--- src/rtl/four_12_12_st0_mode_sched.sv ---
// rtl/four_12_12_st0_mode_sched.sv - stage-0 pass scheduler for forward and error-update passes
//
// Latches the stage geometry for the stage-0 control/data FIFO and decides, at
// each vector boundary, whether the shared stage datapath runs another forward
// vector or an error-update pass. During an error pass it generates the
// error-mode control set consumed by the FIFO controller.
//
// Ports:
//   clk, reset            clock, synchronous active-high reset
//   cfg_vld/cfg_rdy       geometry handshake, accepted only in IDLE
//   cfg_load_depth        vectors per frame minus 1
//   cfg_load_length       words per vector minus 1
//   cfg_stop              level, return to IDLE at the next forward boundary
//   load_finish           pulse, end of one vector read
//   error_tap_update_out  pulse, one tap update completed
//   err_req_vld/rdy       error pass request / one-cycle grant (combinational)
//   load_depth/length     registered geometry
//   error_update_*        registered error-mode controls
//   error_finish_tap      registered echo of each counted tap pulse
//   fwd_count             forward vectors completed in the current frame
//   err_pass_done         one-cycle pulse in the last drain cycle
//   busy                  scheduler not idle

module four_12_12_st0_mode_sched #(
  parameter int TAPS      = 12,
  parameter int DRAIN_CYC = 4,
  parameter int MIN_FWD   = 1
) (
  input  logic       clk,
  input  logic       reset,
  input  logic       cfg_vld,
  output logic       cfg_rdy,
  input  logic [4:0] cfg_load_depth,
  input  logic [3:0] cfg_load_length,
  input  logic       cfg_stop,
  input  logic       load_finish,
  input  logic       error_tap_update_out,
  input  logic       err_req_vld,
  output logic       err_req_rdy,
  output logic [4:0] load_depth,
  output logic [3:0] load_length,
  output logic       error_update_mode,
  output logic       error_update_latch,
  output logic       error_update_first,
  output logic       error_finish_tap,
  output logic [4:0] fwd_count,
  output logic       err_pass_done,
  output logic       busy
);

  typedef enum logic [1:0] {
    IDLE  = 2'd0,
    FWD   = 2'd1,
    ERR   = 2'd2,
    DRAIN = 2'd3
  } state_t;

  localparam logic [3:0] TAPS_LAST  = 4'(TAPS);
  localparam logic [3:0] DRAIN_LAST = 4'(DRAIN_CYC - 1);
  localparam logic [3:0] MIN_GAP    = 4'(MIN_FWD);

  state_t     state_q, state_d;
  logic [4:0] load_depth_q, load_depth_d;
  logic [3:0] load_length_q, load_length_d;
  logic [4:0] fwd_count_q, fwd_count_d;
  logic [3:0] gap_q, gap_d;
  logic [3:0] tap_cnt_q, tap_cnt_d;
  logic [3:0] drain_cnt_q, drain_cnt_d;
  logic       mode_q, mode_d;
  logic       latch_q, latch_d;
  logic       first_q, first_d;
  logic       finish_tap_q, finish_tap_d;
  logic       done_q, done_d;

  logic       err_grant;
  logic [3:0] gap_inc;
  logic [3:0] tap_cnt_inc;

  // The vector that ends at this boundary counts toward the gap, so the
  // grant test uses the already-incremented (saturating) value.
  assign gap_inc     = (gap_q == 4'd15) ? 4'd15 : gap_q + 4'd1;
  assign tap_cnt_inc = tap_cnt_q + 4'd1;

  always_comb begin
    state_d       = state_q;
    load_depth_d  = load_depth_q;
    load_length_d = load_length_q;
    fwd_count_d   = fwd_count_q;
    gap_d         = gap_q;
    tap_cnt_d     = tap_cnt_q;
    drain_cnt_d   = drain_cnt_q;
    finish_tap_d  = 1'b0;
    err_grant     = 1'b0;

    case (state_q)
      IDLE: begin
        if (cfg_vld) begin
          load_depth_d  = cfg_load_depth;
          load_length_d = cfg_load_length;
          fwd_count_d   = 5'd0;
          gap_d         = 4'd0;
          tap_cnt_d     = 4'd0;
          drain_cnt_d   = 4'd0;
          state_d       = FWD;
        end
      end

      FWD: begin
        if (load_finish) begin
          // Wrap after the last vector of the frame; depth 0 pins it at 0.
          fwd_count_d = (fwd_count_q == load_depth_q) ? 5'd0 : fwd_count_q + 5'd1;
          gap_d       = gap_inc;
          if (cfg_stop) begin
            state_d = IDLE;
          end else if (err_req_vld && (gap_inc >= MIN_GAP)) begin
            err_grant = 1'b1;
            gap_d     = 4'd0;
            tap_cnt_d = 4'd0;
            state_d   = ERR;
          end
        end
      end

      ERR: begin
        // load_finish and cfg_stop are deliberately not looked at here.
        if (error_tap_update_out) begin
          finish_tap_d = 1'b1;
          if (tap_cnt_inc == TAPS_LAST) begin
            tap_cnt_d   = 4'd0;
            drain_cnt_d = 4'd0;
            state_d     = DRAIN;
          end else begin
            tap_cnt_d = tap_cnt_inc;
          end
        end
      end

      DRAIN: begin
        if (drain_cnt_q == DRAIN_LAST) begin
          drain_cnt_d = 4'd0;
          state_d     = FWD;
        end else begin
          drain_cnt_d = drain_cnt_q + 4'd1;
        end
      end

      default: begin
        state_d = IDLE;
      end
    endcase

    // Mode outputs are registered copies of the next state, so they line up
    // with the state the datapath is actually in.
    mode_d  = (state_d == ERR);
    latch_d = (state_d == ERR) || (state_d == DRAIN);
    first_d = err_grant;
    done_d  = (state_d == DRAIN) && (drain_cnt_d == DRAIN_LAST);
  end

  always_ff @(posedge clk) begin
    if (reset) begin
      state_q       <= IDLE;
      load_depth_q  <= 5'd0;
      load_length_q <= 4'd0;
      fwd_count_q   <= 5'd0;
      gap_q         <= 4'd0;
      tap_cnt_q     <= 4'd0;
      drain_cnt_q   <= 4'd0;
      mode_q        <= 1'b0;
      latch_q       <= 1'b0;
      first_q       <= 1'b0;
      finish_tap_q  <= 1'b0;
      done_q        <= 1'b0;
    end else begin
      state_q       <= state_d;
      load_depth_q  <= load_depth_d;
      load_length_q <= load_length_d;
      fwd_count_q   <= fwd_count_d;
      gap_q         <= gap_d;
      tap_cnt_q     <= tap_cnt_d;
      drain_cnt_q   <= drain_cnt_d;
      mode_q        <= mode_d;
      latch_q       <= latch_d;
      first_q       <= first_d;
      finish_tap_q  <= finish_tap_d;
      done_q        <= done_d;
    end
  end

  assign cfg_rdy            = (state_q == IDLE);
  assign busy               = (state_q != IDLE);
  assign err_req_rdy        = err_grant;
  assign load_depth         = load_depth_q;
  assign load_length        = load_length_q;
  assign error_update_mode  = mode_q;
  assign error_update_latch = latch_q;
  assign error_update_first = first_q;
  assign error_finish_tap   = finish_tap_q;
  assign fwd_count          = fwd_count_q;
  assign err_pass_done      = done_q;

endmodule

--- config.mk ---
export PLATFORM = sky130hd
export DESIGN_NAME = four_12_12_st0_mode_sched
export DESIGN_NICKNAME = d
export VERILOG_FILES = /design/src/rtl/four_12_12_st0_mode_sched.sv
export SDC_FILE = /design/constraint.sdc
export NUM_CORES = 1
export LEC_CHECK = 0
export ABC_AREA = 1
export BUFFER_PORTS_ARGS = -buffer_cell sky130_fd_sc_hd__buf_2
export CELL_PAD_IN_SITES_DETAIL_PLACEMENT = 0
export CELL_PAD_IN_SITES_GLOBAL_PLACEMENT = 1
export CORE_MARGIN = 5
export CORE_UTILIZATION = 37
export DETAILED_ROUTE_END_ITERATION = 10
export PLACE_DENSITY_LB_ADDON = 0.05
export SETUP_SLACK_MARGIN = 0.3
export SYNTH_ARGS = -nofsm -noshare
export SYNTH_HDL_FRONTEND = slang
export SYNTH_SLANG_ARGS = --single-unit
export TNS_END_PERCENT = 1
--- constraint.sdc ---
create_clock -name clk -period 1.8 [get_ports clk]
set_input_delay 0.18 -clock clk [delete_from_list [all_inputs] [get_ports clk]]
set_output_delay 0.18 -clock clk [all_outputs]
set_load 0.05 [all_outputs]
# Word-level counts from Yosys, hierarchy flattened
# Cells that the tools add are included.
[classes]
order_cmp = 1
addsub = 4
bitwise = 1
n_reduce_logical = 11
mux = 34
eq_ne = 15
[ops]
columns = ["op", "count"]
rows = [
  ["$mux 4", 14],
  ["$pmux 4 s3", 2],
  ["$mux 5", 3],
  ["$mux 2", 7],
  ["$add 4x1->4 const B", 3],
  ["$ne 2x2->1 const B", 5],
  ["$pmux 5 s2", 1],
  ["$eq 2x2->1 const B", 4],
  ["$eq 4x2->1 const B", 2],
  ["$eq 4x4->1 const B", 2],
  ["$pmux 2 s4", 1],
  ["$pmux 4 s2", 1],
  ["$reduce_and 6->1", 1],
  ["$add 5x1->5 const B", 1],
  ["$eq 5x5->1", 1],
  ["$mux 1", 5],
  ["$ge 4x1->1 const B", 1],
  ["$reduce_bool 2->1", 2],
  ["$reduce_and 3->1", 1],
  ["$reduce_bool 3->1", 1],
  ["$eq 2x1->1 const B", 1],
  ["$logic_and 1x1->1", 2],
  ["$logic_not 2->1", 1],
  ["$reduce_and 2->1", 1],
  ["other kinds (3)", 3],
]
[word_totals]
elab_cells = 78
out_inout_bits = 22
register_bits = 33

# Logic depth before layout (Yosys ltp)
[depth]
word_depth = 10
depth_mapped = 11

# Worst setup path after synthesis
# No wires, ideal clock.
[synth_path]
path_kind = "reg2reg"
startpoint = "register state_q[1]"
endpoint = "register load_depth_q[2] (netlist: load_depth[2])"
required_ns = 1.681
arrival_ns = 1.704
setup_ns = 0.119
path_stages_with_launch = 8
synth_period_minus_slack_ns = 1.823
setup_slack_ns = -0.023
path_cell_list = "dfxtp_1 > nor2_4 > inv_2 > nor2_4 > inv_2 > buf_2 > o21ai_1 > a21oi_1"
[synth_between]
elab_chain_cells = 2
[synth_rtl]
columns = ["item", "line_no", "text"]
rows = [
  ["start, declared", "62", "state_t state_q, state_d;"],
  ["start signal, assigned", "175", "state_q <= state_d;"],
  ["$logic_not 2->1", "n/a", ""],
  ["via cfg_rdy", "32", "output logic cfg_rdy,"],
  ["$reduce_and 2->1 (no source line)", "n/a", ""],
  ["end signal, assigned", "176", "load_depth_q <= load_depth_d;"],
  ["end, declared", "63", "logic [4:0] load_depth_q, load_depth_d;"],
]
# The timed path passes the listed nets, and every way through them passes these cells.
# A chain may end at the register's enable or synchronous reset.

# Worst setup path after layout
[layout_path]
startpoint = "register gap_q[0]"
endpoint = "output err_req_rdy"
[layout_between]
elab_chain_cells = 8
elab_cells_between_ends = 9
[layout_rtl]
columns = ["item", "line_no", "text"]
rows = [
  ["start, declared", "66", "logic [3:0] gap_q, gap_d;"],
  ["start signal, assigned", "179", "gap_q <= gap_d;"],
  ["$add 4x1->4 / $eq 4x4->1 (equally long branches)", "81", "assign gap_inc = (gap_q == 4'd15) ? 4'd15 : gap_q + 4'd1;"],
  ["$mux 4 *", "81", ""],
  ["$ge 4x1->1 *", "115", "end else if (err_req_vld && (gap_inc >= MIN_GAP)) begin"],
  ["$logic_and 1x1->1 *", "115", ""],
  ["$mux 1 *", "115", ""],
  ["$mux 1 *", "113", "if (cfg_stop) begin"],
  ["$mux 1 *", "109", "if (load_finish) begin"],
  ["$mux 1 *", "95", "case (state_q)"],
  ["end, declared", "39", "output logic err_req_rdy,"],
]
# Every way passes the cells marked *; elsewhere a longest branch is shown, timed or not.

==> impl_metrics.tcl <==
set metrics [dict create \
    run_status "finished, final reports clean" \
    wl_met1_um 1930 \
    place_hpwl_um 2850 \
    utilization_pct 48.0 \
    clockBufferDepth 2 \
    dr_wl_met2_um 1630 \
    cp_top_family "simple AND/OR/NAND/NOR gates" \
    worst_pin_slew_ns 0.374 \
    routed_wl_um 3840 \
    clk_pin_slew_ns 0.07 \
    crit_cells 9 \
    clkSinkCount 32 \
    worstPathCellList "ha_4 -> inv_1 -> nand2_1 -> nand3_2 -> nor2_2 -> nand2_1 -> nand4_1 -> inv_1 -> buf_6" \
    grt_pass1_vias 1465 \
    hold_end "load_length[2]$_SDFFE_PP0P_" \
    htree_levels 2 \
    arrival_ns 1.46 \
    avgRoutedWirePerCell_um 11.6 \
    cp-end-kind "output pin" \
    final_nets 298 \
    relSlewSlack_pct 75.1 \
    die_w_um 76.5 \
    cts_buffers 5 \
    finalCriticalPeriod_ns 1.64 \
    final-setup-viol-count 0 \
    syn-instance-count 233 \
    core-area_mm2 0.00432 \
    synth_area_per_cell_um2 7.02 \
    final_antenna_net_count 0 \
    hold_buffers 0 \
    hold_slack_ns 0.107 \
    num-fill-cells 490 \
    maxCapViolations 0 \
    ys.flop_type "dfxtp_1" \
    startpoint_type "flop" \
    hold_depth 3 \
    area_growth_pct 26.9 \
    drc 0 \
    crit_buf_inv 3 \
    worstHoldStart "cfg_load_length[2]" \
    grt_use_total_pct 14.0 \
    rrSetupSlack_ns 0.19 \
    drt_first_pass_iters 4 \
    timing.fmax_mhz 608 \
    min_period_over_period_pct 91.4 \
    dieArea_mm2 0.00585 \
    viasPerCell 4.61 \
    synth_edf_count 0 \
    wl_met3_um 189 \
    ir_drop_v 0.000415 \
    critPathRequiredTime_ns 1.62 \
    grt_setup_unrepaired "yes" \
    ys_ff_latch 32 \
    antenna_cells 0 \
    top_layer_used "met4" \
    grt_overflow_total 0 \
    synth_area_mm2 0.00164 \
    synth_top_area_cell "dfxtp_1" \
    hold_viol 0 \
    clock_skew_ns 0.00804 \
    hp-class "input pin to flop" \
    fp-row-count 24 \
    ys_types 26 \
    reg2reg_depth 11 \
    portBuffers 37 \
    total_power_mw 1.93 \
    synth_top_area_share_pct 39.2 \
    place_congestion 0.805 \
    drive_above_1_share_pct 30.5 \
    antenna_found_initial 0 \
    fin_setup_tns_ns 0 \
    reg2reg_from "gap_q[0]$_SDFFE_PP0P_" \
    yosysWarnings 0 \
    grt_pass1_wl_um 6690 \
    cts_tree "done" \
    drtIter0Drc 67 \
    p_leak_nw 1.01 \
    clkLatencyLatePin_ns 0.29 \
    critPathKind "flop to output pin" \
    synth.area.top_cells "dfxtp_1 (39%), nand2_1 (11%), nor2_1 (8.5%)" \
    r2r_end "tap_cnt_q[1]$_SDFFE_PP0P_" \
    slowest_stage "dfxtp_2" \
    vias 1525 \
    slew_viol_final 0 \
    synth_fp_nets 253 \
    max_stage_delay_ns 0.36 \
    cts_root_buffer "clkbuf_8" \
    pin_count 38 \
    startpoint "gap_q[0]$_SDFFE_PP0P_" \
    crit_path_max_fanout 4 \
    start_util_pct 37.8 \
    async_flop_share_pct 0 \
    grt_max_degree 18 \
    yosysSeqAreaShare_pct 39.2 \
    die-height_um 76.5 \
    p_per_area_mw_per_mm2 930 \
]
## worst reg2reg max path, delay by kind of cell (launching register included)
kind                     cells  cell delay [ns]
AO/OA/AOI/OAI                1             0.19
AND/OR/NAND/NOR              7             0.62
adder cells (fa/ha/maj)      1             0.17
buffers and inverters        2             0.18
flip-flops                   1             0.36
## kinds of logic (layout without fill, tap and decap cells)
| kind of cell | after synthesis | in the layout | share of synthesized area [%] |
|---|---|---|---|
| adders and majority gates | 4 | 4 | 3.06 |
| AOI/OAI and AO/OA | 34 | 34 | 11.6 |
| DFF | 32 | 32 | 39.2 |
| buffers and inverters | 34 | 80 | 7.88 |
| xor gates and xnor gates | 8 | 8 | 4.28 |
| and+or+nand+nor | 121 | 121 | 34.0 |
## final cells by class
| type | count | area (um2) | area share [%] |
|---|---|---|---|
| Clock inverter | 3 | 42.5 | 2.05 |
| Multi-Input combinational cell | 167 | 903 | 43.5 |
| Inverter | 30 | 118 | 5.67 |
| Sequential cell | 32 | 649 | 31.3 |
| Timing Repair Buffer | 42 | 229 | 11.0 |
| Clock buffer | 5 | 68.8 | 3.32 |
| Tap cell | 52 | 65.1 | 3.13 |
## stage by stage
stage	std cells	worst slack, ns	area, um2
global placement	318	0.154	1880
CTS	331	0.131	2070
detailed placement	318	0.101	1880
global route	331	0.0412	2080
finish	331	0.155	2080
floorplan	233	0.217	1650
## worst max-delay path by stage
| stage | end | slack, ns |
|---|---|---|
| after global routing | err_req_rdy | 0.04 |
| after CTS | err_req_rdy | 0.13 |
| after detailed placement | err_req_rdy | 0.10 |
| after floorplan | load_depth[2]$_SDFFE_PP0P_ | 0.22 |
| final | err_req_rdy | 0.16 |
| after global placement | err_req_rdy | 0.15 |
## synth_stat cells (2+ instances only)
library cell and number:
clkbuf_1 3, ha_1 4, inv_1 23, dfxtp_1 32
o21ai_0 8, nor2_4 5, a22oi_1 2, xnor2_1 2
inv_2 7, nand4_1 3, nand3_1 17, xor2_1 6
or2_2 2, nand2_2 6, nand2_1 46, nor3_1 2
nor2_1 37, a21oi_2 2, a21oi_1 19
## per-layer routing
| metal | global-route usage, % | vias up |
|---|---|---|
| met4 | 7.34 | 0 |
| met2 | 21.1 | 28 |
| met3 | 3.90 | 8 |
| li1 | - | 833 |
| met1 | 18.0 | 656 |
| met5 | 0 | - |
## timing repair
action	CTS	global route
buffers inserted	5	0
endpoints found under the setup margin	8	11
pin swaps	3	2
gates resized for setup	12	1
## placed cells by master (no fill, tap or decap), types with 3 or more instances in the layout
cell / n
nand2_1: 46
nor2_1: 36
buf_2: 36
dfxtp_1: 27
inv_1: 23
a21oi_1: 19
nand3_1: 14
o21ai_0: 8
inv_2: 6
nand2_2: 6
xor2_1: 6
nor2_4: 5
clkbuf_8: 5
buf_4: 5
dfxtp_2: 4
nand4_1: 3
ha_1: 3
## state kept, by name (all words and copies together) (netlist names)
register / flops
gap_q: 4
state_q: 2
tap_cnt_q: 4
drain_cnt_q: 4
error_update_mode: 1
err_pass_done: 1
load_length: 4
error_update_first: 1
error_finish_tap: 1
load_depth: 5
fwd_count: 5
## report_power, final
| group | total [mW] | switching [mW] | internal, mW |
|---|---|---|---|
| registers | 0.795 | 0.0417 | 0.753 |
| clock network | 0.692 | 0.283 | 0.409 |
| logic | 0.443 | 0.316 | 0.127 |
| total | 1.93 | 0.641 | 1.29 |
No activity file was read; power rests on OpenSTA's default activity.
